<file path="src/rtl/mod_instruction_fetch_pkg.sv">
// Shared CPU definitions: word width, reset/NOP constants and opcode field position.
// Imported by the fetch stage, and by the decoder for the opcode helper.
package cpu_defs;

    localparam int          WORD_W       = 32;
    localparam logic [31:0] DEF_NOP_WORD = 32'd0;
    localparam logic [31:0] DEF_RESET_PC = 32'd0;

    localparam int OPCODE_MSB = 31;
    localparam int OPCODE_LSB = 26;

    function automatic logic [OPCODE_MSB-OPCODE_LSB:0] opcode_of(input logic [WORD_W-1:0] word);
        return word[OPCODE_MSB:OPCODE_LSB];
    endfunction

endpackage

</file>
<file path="src/rtl/mod_instruction_fetch_pc.sv">
// Program counter: async reset, load beats hold beats increment.
// New value visible one clock after the request; hold freezes it indefinitely.
module mod_program_counter
    import cpu_defs::*;
#(
    parameter logic [WORD_W-1:0] RESET_PC = DEF_RESET_PC
) (
    input  logic              clk,
    input  logic              reset,
    input  logic              load,
    input  logic [WORD_W-1:0] load_value,
    input  logic              hold,
    output logic [WORD_W-1:0] pc,
    output logic [WORD_W-1:0] pc_plus1
);

    logic [WORD_W-1:0] pc_q;
    logic [WORD_W-1:0] pc_d;

    // Modulo-2^32 increment; the all-ones address wraps to zero silently.
    assign pc_plus1 = pc_q + 32'd1;
    assign pc       = pc_q;

    always_comb begin
        pc_d = pc_q;
        if (load) begin
            pc_d = load_value;
        end else if (!hold) begin
            pc_d = pc_plus1;
        end
    end

    always_ff @(posedge clk or posedge reset) begin
        if (reset) begin
            pc_q <= RESET_PC;
        end else begin
            pc_q <= pc_d;
        end
    end

endmodule

</file>
<file path="src/rtl/mod_instruction_fetch.sv">
// Fetch stage: drives the ROM address from the PC and latches the word into IF/ID.
// One clock from PC to IF/ID; stall holds everything, redirect squashes the slot.
module mod_instruction_fetch
    import cpu_defs::*;
#(
    parameter logic [WORD_W-1:0] RESET_PC = DEF_RESET_PC,
    parameter logic [WORD_W-1:0] NOP_WORD = DEF_NOP_WORD
) (
    input  logic              clk,
    input  logic              reset,
    input  logic              stall,
    input  logic              redirect_valid,
    input  logic [WORD_W-1:0] redirect_target,
    output logic [WORD_W-1:0] address,
    input  logic [WORD_W-1:0] instruction,
    output logic [WORD_W-1:0] if_id_instruction,
    output logic [WORD_W-1:0] if_id_pc_plus1,
    output logic              if_id_valid,
    output logic [WORD_W-1:0] fetch_count
);

    logic [WORD_W-1:0] pc;
    logic [WORD_W-1:0] pc_plus1;

    logic [WORD_W-1:0] if_id_instruction_q, if_id_instruction_d;
    logic [WORD_W-1:0] if_id_pc_plus1_q,    if_id_pc_plus1_d;
    logic              if_id_valid_q,       if_id_valid_d;
    logic [WORD_W-1:0] fetch_count_q,       fetch_count_d;

    mod_program_counter #(
        .RESET_PC (RESET_PC)
    ) u_pc (
        .clk        (clk),
        .reset      (reset),
        .load       (redirect_valid),
        .load_value (redirect_target),
        .hold       (stall),
        .pc         (pc),
        .pc_plus1   (pc_plus1)
    );

    // Address comes straight from the PC flop, never from stall/redirect.
    assign address = pc;

    // A redirect leaves if_id_pc_plus1 as it was: the slot is invalid anyway.
    always_comb begin
        if_id_instruction_d = if_id_instruction_q;
        if_id_pc_plus1_d    = if_id_pc_plus1_q;
        if_id_valid_d       = if_id_valid_q;
        fetch_count_d       = fetch_count_q;
        if (redirect_valid) begin
            if_id_instruction_d = NOP_WORD;
            if_id_valid_d       = 1'b0;
        end else if (!stall) begin
            if_id_instruction_d = instruction;
            if_id_pc_plus1_d    = pc_plus1;
            if_id_valid_d       = 1'b1;
            fetch_count_d       = fetch_count_q + 32'd1;
        end
    end

    always_ff @(posedge clk or posedge reset) begin
        if (reset) begin
            if_id_instruction_q <= NOP_WORD;
            if_id_pc_plus1_q    <= '0;
            if_id_valid_q       <= 1'b0;
            fetch_count_q       <= '0;
        end else begin
            if_id_instruction_q <= if_id_instruction_d;
            if_id_pc_plus1_q    <= if_id_pc_plus1_d;
            if_id_valid_q       <= if_id_valid_d;
            fetch_count_q       <= fetch_count_d;
        end
    end

    assign if_id_instruction = if_id_instruction_q;
    assign if_id_pc_plus1    = if_id_pc_plus1_q;
    assign if_id_valid       = if_id_valid_q;
    assign fetch_count       = fetch_count_q;

endmodule

</file>
<file path="config.mk">
export PLATFORM = sky130hd
export DESIGN_NAME = mod_instruction_fetch
export DESIGN_NICKNAME = d
export VERILOG_FILES = /design/src/rtl/mod_instruction_fetch_pkg.sv /design/src/rtl/mod_instruction_fetch_pc.sv /design/src/rtl/mod_instruction_fetch.sv
export SDC_FILE = /design/constraint.sdc
export NUM_CORES = 1
export LEC_CHECK = 0
export ABC_CLOCK_PERIOD_IN_PS = 5200
export CAP_MARGIN = 20
export CORE_UTILIZATION = 30
export DETAILED_ROUTE_END_ITERATION = 7
export DONT_BUFFER_PORTS = 1
export GPL_TIMING_DRIVEN = 0
export SLEW_MARGIN = 20
export SYNTH_ARGS = -nofsm -noshare
export SYNTH_HDL_FRONTEND = slang
export SYNTH_SLANG_ARGS = --single-unit
</file>
<file path="constraint.sdc">
create_clock -name clk -period 5.2 [get_ports clk]
set_clock_uncertainty 0.2 [all_clocks]
set_input_delay 0.26 -clock clk [delete_from_list [all_inputs] [get_ports clk]]
set_output_delay 0.26 -clock clk [all_outputs]
set_load 0.02 [all_outputs]
</file>
==> summary.txt, run 1 <==
Clock network
  • CTS tree: built
  • CTS sink cnt: 129
  • Post_cts resized: 0
  • Clock Pin Slew Worst Setup and Hold Paths: 0.06 ns
  • Worst-Skew Late Latency: 0.41 ns
  • TritonCTS buffer count: 17
  • # Post-CTS Setup Buffers: 0
  • H-tree levels: 4
  • CTS Hold Bufs: 66
  • Clock buffer depth: 2
  • Root Buffer: clkbuf_16

Layout
  • Nets@finish: 784
  • Area of the multi-input gates: 2793 um2
  • Ratio of cells with drive above 1 in the final layout: 8.528%
  • N_diodes: 0
  • Fin util: 38.63%
  • Fill count: 2048
  • Register Area: 3228 um2
  • Layout area overhead: 26.12%
  • Fin area: 7843 um2

Synth
  • Async SR Flop Fraction: 100.0%
  • Post-synth cell types: 39
  • Syn Nets: 698
  • Gate Count Post-Synth: 628
  • Most frequent cell after synthesis: dfrtp_1
  • Top_reg_cell synth: dfrtp_1
  • Post-synthesis sequential area ratio: 51.91%
  • EDFF count, synth: 0
  • Dominant cells by area after synthesis: dfrtp_1, xnor2_1, nand2_1
  • Post-synth top cells: dfrtp_1, nand2_1, nor2_1, o21ai_0, xnor2_1
  • Syn. warnings: 0
  • Mapped cell area: 6218 um2
  • Synth Register Bits: 129
  • Share of the synthesized area in the top cell type: 51.91%
  • Yosys top cell by area: dfrtp_1
  • Syn avg cell area: 9.902 um2

Floorplanning
  • Die X: 146.0 um
  • Die Height: 146.0 um
  • Initial Util: 30.63%
  • Core Region: 20300 um2
  • Die area: 21310 um2
  • FP Rows: 52
  • I/O pin count: 197

Critical path
  • R2R depth: 7
  • Critical path's largest stage delay: 0.62 ns
  • Worst Path Buf+Inv: 1
  • Crit path max-delay family: simple AND/OR/NAND/NOR gates
  • CP max FO: 10
  • Cell Chain, Critical Path: ha_1, nand3_1, nor4_4, buf_2, nand3_1, xor2_1, o21ai_0
  • Most common cell on crit path: nand3_1
  • CP required: 5.27 ns
  • Critical-path top delay cell: nor4_4
  • Setup crit end kind: flop
  • Critical Path AT: 2.98 ns
  • R2R Path Start: u_pc.pc[0]
  • CP Class: flop to flop
  • Startpoint Class: flop
  • Worst reg2reg setup slack: 2.29 ns
  • Worst R2R End: if_id_pc_plus1[30]

Placed design
  • Post-place instance area: 6598 um2
  • Final GP Congestion: 0.7779
  • HPWL Detailed: 12330 um
  • IO buf count: 0

Job
  • Max Cap Viol: 0

Pwr
  • Switching Fraction: 30.05%
  • Flop pwr share: 47.3%
  • Clk pwr share: 42.4%
  • Internal: 1.972 mW
  • P_sw: 0.8473 mW
  • Worst VDD drop: 176.1 uV
  • Total design power: 2.819 mW
  • Comb power frac: 10.3%
  • Leak: 3.338 nW
  • PD cells: 359.5 nW/um2

Worst hold path
  • Hold Path Depth: 4
  • Worst Hold Class: primary input to flop
  • Worst hold path startpoint: redirect_valid
  • Worst hold endpoint: fetch_count[1]

Timing
  • Least-Margin Pin Slew: 1.067 ns
  • Final worst path period share: 56.03%
  • Worst hold slack: 0.1121 ns
  • Final hold vios: 0
  • RSZ-0062 raised after global routing: no
  • Slew HR: 28.33%
  • Max Fclk: 343.2 MHz
  • Slew Viols, Final: 0
  • Final min period: 2.914 ns
  • Final Setup Violations: 0

Routing
  • Avg Vias per Cell: 4.796
  • Via count: 4782
  • Antenna Nets Post-Route: 0
  • Drt pass-1 iters: 4
  • Drt drc: 0
  • Wirelength, routed: 17630 um
  • Post-DR wirelength/cell: 17.68 um
  • DR iter-0 viols: 215

Global routing
  • Grt total ovfl: 0
  • Maximum number of pins on one net before global-route repair: 102
  • Vias in the first global route: 4960
  • First-pass GRT wire length: 27880 um
  • Global Route Usage Sum: 16.93%
  • Initial antenna violation count: 0

Outcome
  • Outcome: finished, final reports clean
## power by group through the flow
stage / clock network, mW / registers (mW) / logic (mW)
finish: 1.20 / 1.33 / 0.290
detailed placement: 0 / 1.35 / 0.254
floorplan: 0 / 1.31 / 0.196
CTS: 1.22 / 1.34 / 0.296
global route: 1.26 / 1.35 / 0.332
global placement: 0 / 1.35 / 0.243
## tightest hold or removal path: stages
cell and delay, ns:
buf_2 0.23, nor2_4 0.09, nand2_1 0.06, nand2_1 0.04
## layout by cell type (no fill, tap or decap), drive strengths merged, types with 5 or more instances in the layout
| master | synthesis | final |
|---|---|---|
| dfrtp | 129 | 129 |
| nand2 | 104 | 104 |
| dlygate4sd3 | 0 | 66 |
| o21ai | 63 | 63 |
| nor2 | 57 | 57 |
| xnor2 | 48 | 48 |
| clkbuf | 24 | 47 |
| xor2 | 43 | 43 |
| mux2i | 33 | 33 |
| nand3 | 29 | 29 |
| nand4 | 17 | 17 |
| buf | 13 | 14 |
| nor3 | 12 | 12 |
| inv | 9 | 9 |
| nor4 | 9 | 9 |
| and4 | 7 | 7 |
| and2 | 5 | 5 |
## how the worst max path moves through the flow
stage / endpoint / from / depth (start not counted)
after detailed placement: if_id_pc_plus1[30] / u_pc.pc[0] / 7
after floorplan: fetch_count[0] / reset / 1
after CTS: if_id_pc_plus1[30] / u_pc.pc[0] / 7
after global routing: if_id_pc_plus1[30] / u_pc.pc[0] / 7
final: if_id_pc_plus1[30] / u_pc.pc[0] / 7
after global placement: if_id_instruction[10] / reset / 1
## area by class of cell
class,instances,area share [%]
clock buffer,23,6.094
buffer,37,2.170
multi-input combinational,453,35.61
sequential,129,41.16
inverter,9,0.5265
clock inverter,9,1.356
tap,270,4.308
timing repair buffer,67,8.775
## layer usage
metal  up-vias  GRT usage [%]  wire length (um)
met4         0          5.521               274
met2       154          27.46              8488
met5         -              0                 0
met3        19          5.517              1158
li1       2270              -                 -
met1      2339          21.26              7709
## per-stage QoR
stage	TNS, ns	cells	setup slack, ns
global route	0	997	2.100
global placement	-47.51	898	-0.3845
CTS	0	997	2.244
floorplan	0	628	1.299
finish	0	997	2.286
detailed placement	0	899	2.278
## state kept, by name, indices dropped and copies added (netlist names)
| signal | count |
|---|---|
| if_id_instruction | 32 |
| if_id_valid | 1 |
| fetch_count | 32 |
| u_pc.pc | 32 |
| if_id_pc_plus1 | 32 |
## logic make-up after synthesis
| logic type | synth area share [%] |
|---|---|
| AO/OA/AOI/OAI | 5.292 |
| multiplexers | 5.312 |
| flip-flops | 51.91 |
| buffers and inverters | 3.280 |
| XOR/XNOR | 12.82 |
| AND/OR/NAND/NOR | 20.99 |
| adder cells (fa/ha/maj) | 0.4024 |
Note: power is estimated with default switching activity, not from simulation.
==> run 2: changes to the inputs <==
--- a/config.mk
+++ b/config.mk
@@ -5,7 +5,7 @@
 export SDC_FILE = /design/constraint.sdc
 export NUM_CORES = 1
 export LEC_CHECK = 0
-export ABC_CLOCK_PERIOD_IN_PS = 5200
+export ABC_CLOCK_PERIOD_IN_PS = 2500
 export CAP_MARGIN = 20
 export CORE_UTILIZATION = 30
 export DETAILED_ROUTE_END_ITERATION = 7
==> constraint.sdc (replaced) <==
create_clock -name clk -period 2.5 [get_ports clk]
set_clock_uncertainty 0.2 [all_clocks]
set_input_delay 0.125 -clock clk [delete_from_list [all_inputs] [get_ports clk]]
set_output_delay 0.125 -clock clk [all_outputs]
set_load 0.02 [all_outputs]
==> run 2 against run 1 <==
Wire length up 1.9%. Final cell count grew 0.70%. Global-route usage grew 0.47 points. Critical endpoint unchanged. Largest cell class unchanged.
==> summary.txt, run 2 (synthesis results as in run 1) <==
Layout
  • Fin util: 39.24%
  • Commonest cells after routing, fill and taps aside: dfrtp_1, nand2_1, dlygate4sd3_1
  • Fill count: 2027
  • Ratio of cells with drive above 1 in the final layout: 10.78%
  • Layout area overhead: 28.11%
  • Nets@finish: 790
  • Finished Layout Cells: 1004
  • Commonest non-fill, non-tap cell in the layout: dfrtp_1

Timing
  • RSZ-0062 raised after global routing: yes
  • Least-Margin Pin Slew: 0.8413 ns
  • Final worst path period share: 98.62%
  • Final Setup Violations: 0
  • Final hold vios: 0
  • Slew Viols, Final: 0
  • Worst hold slack: 0.005527 ns
  • Final setup margin: 0.03442 ns
  • Max Fclk: 405.6 MHz
  • Final min period: 2.466 ns
  • Total negative slack: 0 ns
  • Slew HR: 43.91%

Clock network
  • CTS sink cnt: 129
  • H-tree levels: 4
  • Root Buffer: clkbuf_16
  • CTS tree: built
  • Clock buffer depth: 2
  • TritonCTS buffer count: 17
  • Clock Pin Slew Worst Setup and Hold Paths: 0.06 ns
  • Worst-Skew Late Latency: 0.42 ns

Critical path
  • Startpoint Class: flop
  • Setup crit end kind: flop
  • Critical-path top delay cell: nor3_1
  • Critical path's largest stage delay: 0.62 ns
  • CP max FO: 7
  • CP Class: flop to flop
  • Worst Path Buf+Inv: 1
  • Crit path max-delay family: simple AND/OR/NAND/NOR gates
  • Most common cell on crit path: nand3_1
  • Critical Path AT: 2.59 ns
  • Cell Chain, Critical Path: clkbuf_1, nand3_1, nor3_1, nand3_1, xor2_1, o21ai_0
  • CP required: 2.62 ns

Global routing
  • M3 GR Usage: 5.392%
  • GR met1 Demand/Resource: 22.80%
  • Maximum number of pins on one net before global-route repair: 33
  • Vias in the first global route: 4980
  • M2 GR Usage: 27.22%
  • First-pass GRT wire length: 28580 um
  • Grt total ovfl: 0
  • Global Route Usage Sum: 17.40%
  • Initial antenna violation count: 2
  • GRT busiest layer: met2

Placed design
  • HPWL Detailed: 12550 um
  • Place WS: -0.3651 ns
  • Placed cell count: 902
  • IO buf count: 0
  • Final GP Congestion: 0.7826

Floorplanning
  • FP Rows: 52
  • Initial Util: 30.63%
  • Die area: 21310 um2
  • Die X: 146.0 um
  • Core Region: 20300 um2
  • I/O pin count: 197
  • Die Height: 146.0 um

Routing
  • Post-DR wirelength/cell: 17.89 um
  • Via count: 4860
  • Drt drc: 0
  • DR iter-0 viols: 230
  • Avg Vias per Cell: 4.841
  • Drt pass-1 iters: 4
  • Wirelength, routed: 17970 um
  • Antenna Nets Post-Route: 0

Outcome
  • Outcome: finished, final reports clean

Job
  • Max Cap Viol: 0

Worst hold path
  • Worst Hold Class: primary input to flop

Pwr
  • Leak: 3.378 nW
  • Worst VDD drop: 359.5 uV
  • PD cells: 733.6 nW/um2
-- run 2: power breakdown --
part | internal (mW) | switching (mW) | leakage, nW | total [mW]
sequential | 2.29 | 0.490 | 1.65 | 2.78
clock | 1.50 | 0.943 | 0.270 | 2.44
combinational | 0.289 | 0.339 | 1.46 | 0.628
total | 4.07 | 1.77 | 3.38 | 5.84
-- run 2: path summary, 6_finish.rpt --
kind	from	to	slack (ns)	cells past startpoint
min in group asynchronous	reset	fetch_count[11]	0.05	2
worst min register to register	fetch_count[0]	fetch_count[0]	0.42	1
max in group asynchronous	reset	u_pc.pc[18]	1.28	4
worst min-delay path	redirect_valid	fetch_count[2]	0.006	4
worst max-delay path	u_pc.pc[16]	if_id_pc_plus1[30]	0.03	6
worst max register to register	u_pc.pc[16]	if_id_pc_plus1[30]	0.03	6
-- run 2: cell type report --
cell class | count | area [um2] | share of cell area (%)
Timing Repair Buffer | 73 | 773.2 | 9.706
Clock buffer | 24 | 501.7 | 6.298
Buffer | 37 | 176.4 | 2.215
Inverter | 9 | 37.54 | 0.4712
Clock inverter | 8 | 77.57 | 0.9738
Multi-Input combinational cell | 453 | 2824 | 35.45
Antenna cell | 1 | 2.502 | 0.03141
Tap cell | 270 | 337.8 | 4.241
Sequential cell | 129 | 3236 | 40.62
-- run 2: timing repair --
action | CTS | global route
setup endpoints to repair | 27 | 26
setup buffers | 1 | 1
pin swaps | 1 | 1
resized for setup | 5 | 11
hold buffers | 67 | 0
hold endpoints to repair | 145 | 0
-- run 2: through the flow --
step	total power, mW	area (um2)
floorplan	3.126	6222
global placement	3.319	6560
detailed placement	3.353	6654
CTS	5.909	7930
global route	6.107	7966
finish	5.844	7966
-- run 2: worst reg2reg max path, cell delays in order (launching register included) --
cell,delay (ns)
dfrtp_1,0.48
clkbuf_1,0.32
nand3_1,0.18
nor3_1,0.62
nand3_1,0.22
xor2_1,0.20
o21ai_0,0.17
-- run 2: metal layers --
layer  routed length (um)  share of wire, %
met5                    0                 0
met4                  351               2.0
met3                 1181               6.6
met2                 8404                47
met1                 8028                45
==> run 3: changes to the inputs <==
--- a/config.mk
+++ b/config.mk
@@ -6,12 +6,14 @@
 export NUM_CORES = 1
 export LEC_CHECK = 0
 export ABC_CLOCK_PERIOD_IN_PS = 2500
+export BUFFER_PORTS_ARGS = -buffer_cell sky130_fd_sc_hd__clkbuf_2
 export CAP_MARGIN = 20
 export CORE_UTILIZATION = 30
+export CTS_BUF_LIST = sky130_fd_sc_hd__clkbuf_8
 export DETAILED_ROUTE_END_ITERATION = 7
-export DONT_BUFFER_PORTS = 1
 export GPL_TIMING_DRIVEN = 0
 export SLEW_MARGIN = 20
 export SYNTH_ARGS = -nofsm -noshare
 export SYNTH_HDL_FRONTEND = slang
+export SYNTH_HIERARCHICAL = 1
 export SYNTH_SLANG_ARGS = --single-unit
==> run 3 against run 2 <==
Sequential power decreased by 9.0%. Combinational power increased by 100%. Setup slack improved by 0.055 ns. Global-route usage increased by 0.063 points. Register-to-register slack improved by 0.05 ns. Synthesized cell count decreased by 6.7%. Non-clock buffer count increased by 196. Worst hold slack improved by 0.099 ns. Count of clock-buffer cells in the layout decreased by 6. Clock power decreased by 30%. Via count increased by 11%. First-iteration DRC count decreased by 19%. Largest power group unchanged. Highest routed layer unchanged.
==> summary.txt, run 3 <==
Layout
  • Finished Layout Cells: 1158
  • N_diodes: 0
  • Ratio of cells with drive above 1 in the final layout: 34.68%
  • Commonest cells after routing, fill and taps aside: clkbuf_2, dfrtp_1, dlygate4sd3_1
  • Layout area overhead: 40.03%
  • Commonest non-fill, non-tap cell in the layout: clkbuf_2
  • Nets@finish: 945
  • Fill count: 2014

Clock network
  • CTS sink cnt: 129
  • Clock Pin Slew Worst Setup and Hold Paths: 0.08 ns
  • TritonCTS buffer count: 17
  • Clock buffer depth: 2
  • Worst-Skew Late Latency: 0.44 ns
  • CTS tree: built
  • Root Buffer: clkbuf_8
  • H-tree levels: 4

Synth
  • Yosys top cell by area: dfrtp_1
  • Async SR Flop Fraction: 100.0%
  • Share of the synthesized area in the top cell type: 51.10%
  • Most frequent cell after synthesis: dfrtp_1
  • Syn Nets: 656
  • Dominant cells by area after synthesis: dfrtp_1, xnor2_1, mux2_2
  • Post-synthesis sequential area ratio: 51.10%
  • EDFF count, synth: 0
  • Gate Count Post-Synth: 586
  • Syn avg cell area: 10.78 um2
  • Post-synth top cells: dfrtp_1, xnor2_1, nand2_1
  • Syn. warnings: 6
  • Synth Register Bits: 129
  • Top_reg_cell synth: dfrtp_1
  • Mapped cell area: 6317 um2
  • Post-synth cell types: 40

Critical path
  • CP required: 2.63 ns
  • Critical-path top delay cell: or3_4
  • Startpoint Class: flop
  • Setup crit end kind: flop
  • CP max FO: 8
  • Crit path max-delay family: simple AND/OR/NAND/NOR gates
  • Critical Path AT: 2.54 ns
  • Worst Path Buf+Inv: 2
  • CP Class: flop to flop
  • Critical path's largest stage delay: 0.44 ns
  • Cell Chain, Critical Path: clkbuf_4, nand4_1, or3_4, buf_6, nor3_4, nand3_1, xnor2_1, mux2_2

Floorplanning
  • I/O pin count: 197
  • Die X: 147.1 um
  • FP Rows: 52
  • Die area: 21640 um2
  • Die Height: 147.1 um
  • Core Region: 20430 um2
  • Initial Util: 30.92%

Pwr
  • Flop pwr share: 45.9%
  • Comb power frac: 23.2%
  • Switching Fraction: 34.95%
  • Leak: 4.179 nW
  • Worst VDD drop: 326.2 uV
  • Internal: 3.586 mW
  • PD cells: 623.2 nW/um2
  • Clk pwr share: 30.9%
  • P_sw: 1.927 mW

Timing
  • Slew Viols, Final: 0
  • Final setup margin: 0.08911 ns
  • Final min period: 2.411 ns
  • Total negative slack: 0 ns
  • Final worst path period share: 96.44%
  • Final Setup Violations: 0
  • Max Fclk: 414.8 MHz
  • RSZ-0062 raised after global routing: yes
  • Least-Margin Pin Slew: 0.8119 ns
  • Slew HR: 45.68%
  • Worst hold slack: 0.1041 ns
  • Final hold vios: 0

Placed design
  • HPWL Detailed: 13020 um
  • Place WS: -0.1873 ns
  • IO buf count: 194
  • Placed cell count: 1053
  • Final GP Congestion: 0.7969

Routing
  • Avg Vias per Cell: 4.670
  • Post-DR wirelength/cell: 15.88 um
  • Antenna Nets Post-Route: 0
  • Drt pass-1 iters: 6
  • Wirelength, routed: 18390 um
  • Drt drc: 0
  • Via count: 5408
  • DR iter-0 viols: 187

Outcome
  • Outcome: finished, final reports clean

Worst hold path
  • Worst Hold Class: primary input to flop

Global routing
  • Vias in the first global route: 5534
  • Maximum number of pins on one net before global-route repair: 34
  • Grt total ovfl: 0
  • Initial antenna violation count: 0
  • Global Route Usage Sum: 17.46%
  • First-pass GRT wire length: 29330 um

Job
  • Max Cap Viol: 0
[run 3: changes by cell type after synthesis, sizes merged, moves of 4 or more]
cell    delta
nor2       -4
o21ai     -32
mux2      +34
and4       -4
xor2       -8
xnor2      +9
nand4     +16
buf        +6
nand2     -49
nor4       +4
clkbuf     -7
[run 3: cell type report]
cell class	count	area, um2	area share, %
Buffer	36	175.2	1.980
Clock buffer	18	247.7	2.801
Clock inverter	14	122.6	1.386
Inverter	9	37.54	0.4243
Multi-Input combinational cell	412	2938	33.21
Sequential cell	129	3231	36.52
Tap cell	270	337.8	3.819
Timing Repair Buffer	270	1757	19.86
[run 3: cell families (layout without fill, tap and decap cells)]
family	Yosys count	in the layout	synth area share (%)
multiplexers	67	67	11.29
buffers and inverters	45	347	3.268
XOR/XNOR	92	92	12.75
adder cells (fa/ha/maj)	2	2	0.3961
AO/OA/AOI/OAI	32	32	2.535
flip-flops	129	129	51.10
AND/OR/NAND/NOR	219	219	18.66
[run 3: worst paths after layout]
| path | slack (ns) | startpoint | to | depth (start not counted) |
|---|---|---|---|---|
| setup / recovery | 0.09 | u_pc/pc[3] | if_id_pc_plus1[26] | 8 |
| hold / removal | 0.10 | stall | u_pc/pc[2] | 4 |
| setup reg to reg | 0.09 | u_pc/pc[3] | if_id_pc_plus1[26] | 8 |
| hold reg to reg | 0.29 | fetch_count[31] | fetch_count[31] | 1 |
| max in group asynchronous | 0.88 | reset | fetch_count[2] | 6 |
| min in group asynchronous | 0.17 | reset | u_pc/pc[27] | 3 |
[run 3: through the flow]
step,util (%),power [mW],instance area [um2]
final,43.30,5.513,8846
after global routing,43.30,5.822,8846
after CTS,43.11,5.593,8807
after detailed placement,37.65,3.750,7691
after global placement,37.35,3.721,7631
after floorplan,-,3.265,6322
[run 3: tightest hold or removal path: stages]
cell,delay [ns]
clkbuf_1,0.19
nor2b_1,0.19
xnor2_1,0.13
o21ai_0,0.06
[run 3: layer usage]
metal	GRT usage [%]	vias to the layer above	part of all wire [%]
li1	-	2579	-
met1	22.23	2638	45
met2	28.77	177	48
met3	5.186	14	6.0
met4	4.639	0	1.2
met5	0	-	0
[run 3: power groups by stage]
stage	sequential [mW]	combinational (mW)	clock, mW
after global placement	2.56	1.16	0
final	2.53	1.28	1.71
after CTS	2.53	1.29	1.78
after global routing	2.57	1.38	1.87
after floorplan	2.81	0.457	0
after detailed placement	2.57	1.18	0
[run 3: repair_timing]
action,4_1_cts,5_1_grt
hold buffers,71,0
resized for setup,4,7
endpoints found under the hold margin,196,0
setup endpoints to repair,12,15
setup buffers,1,1
pin swaps,0,2
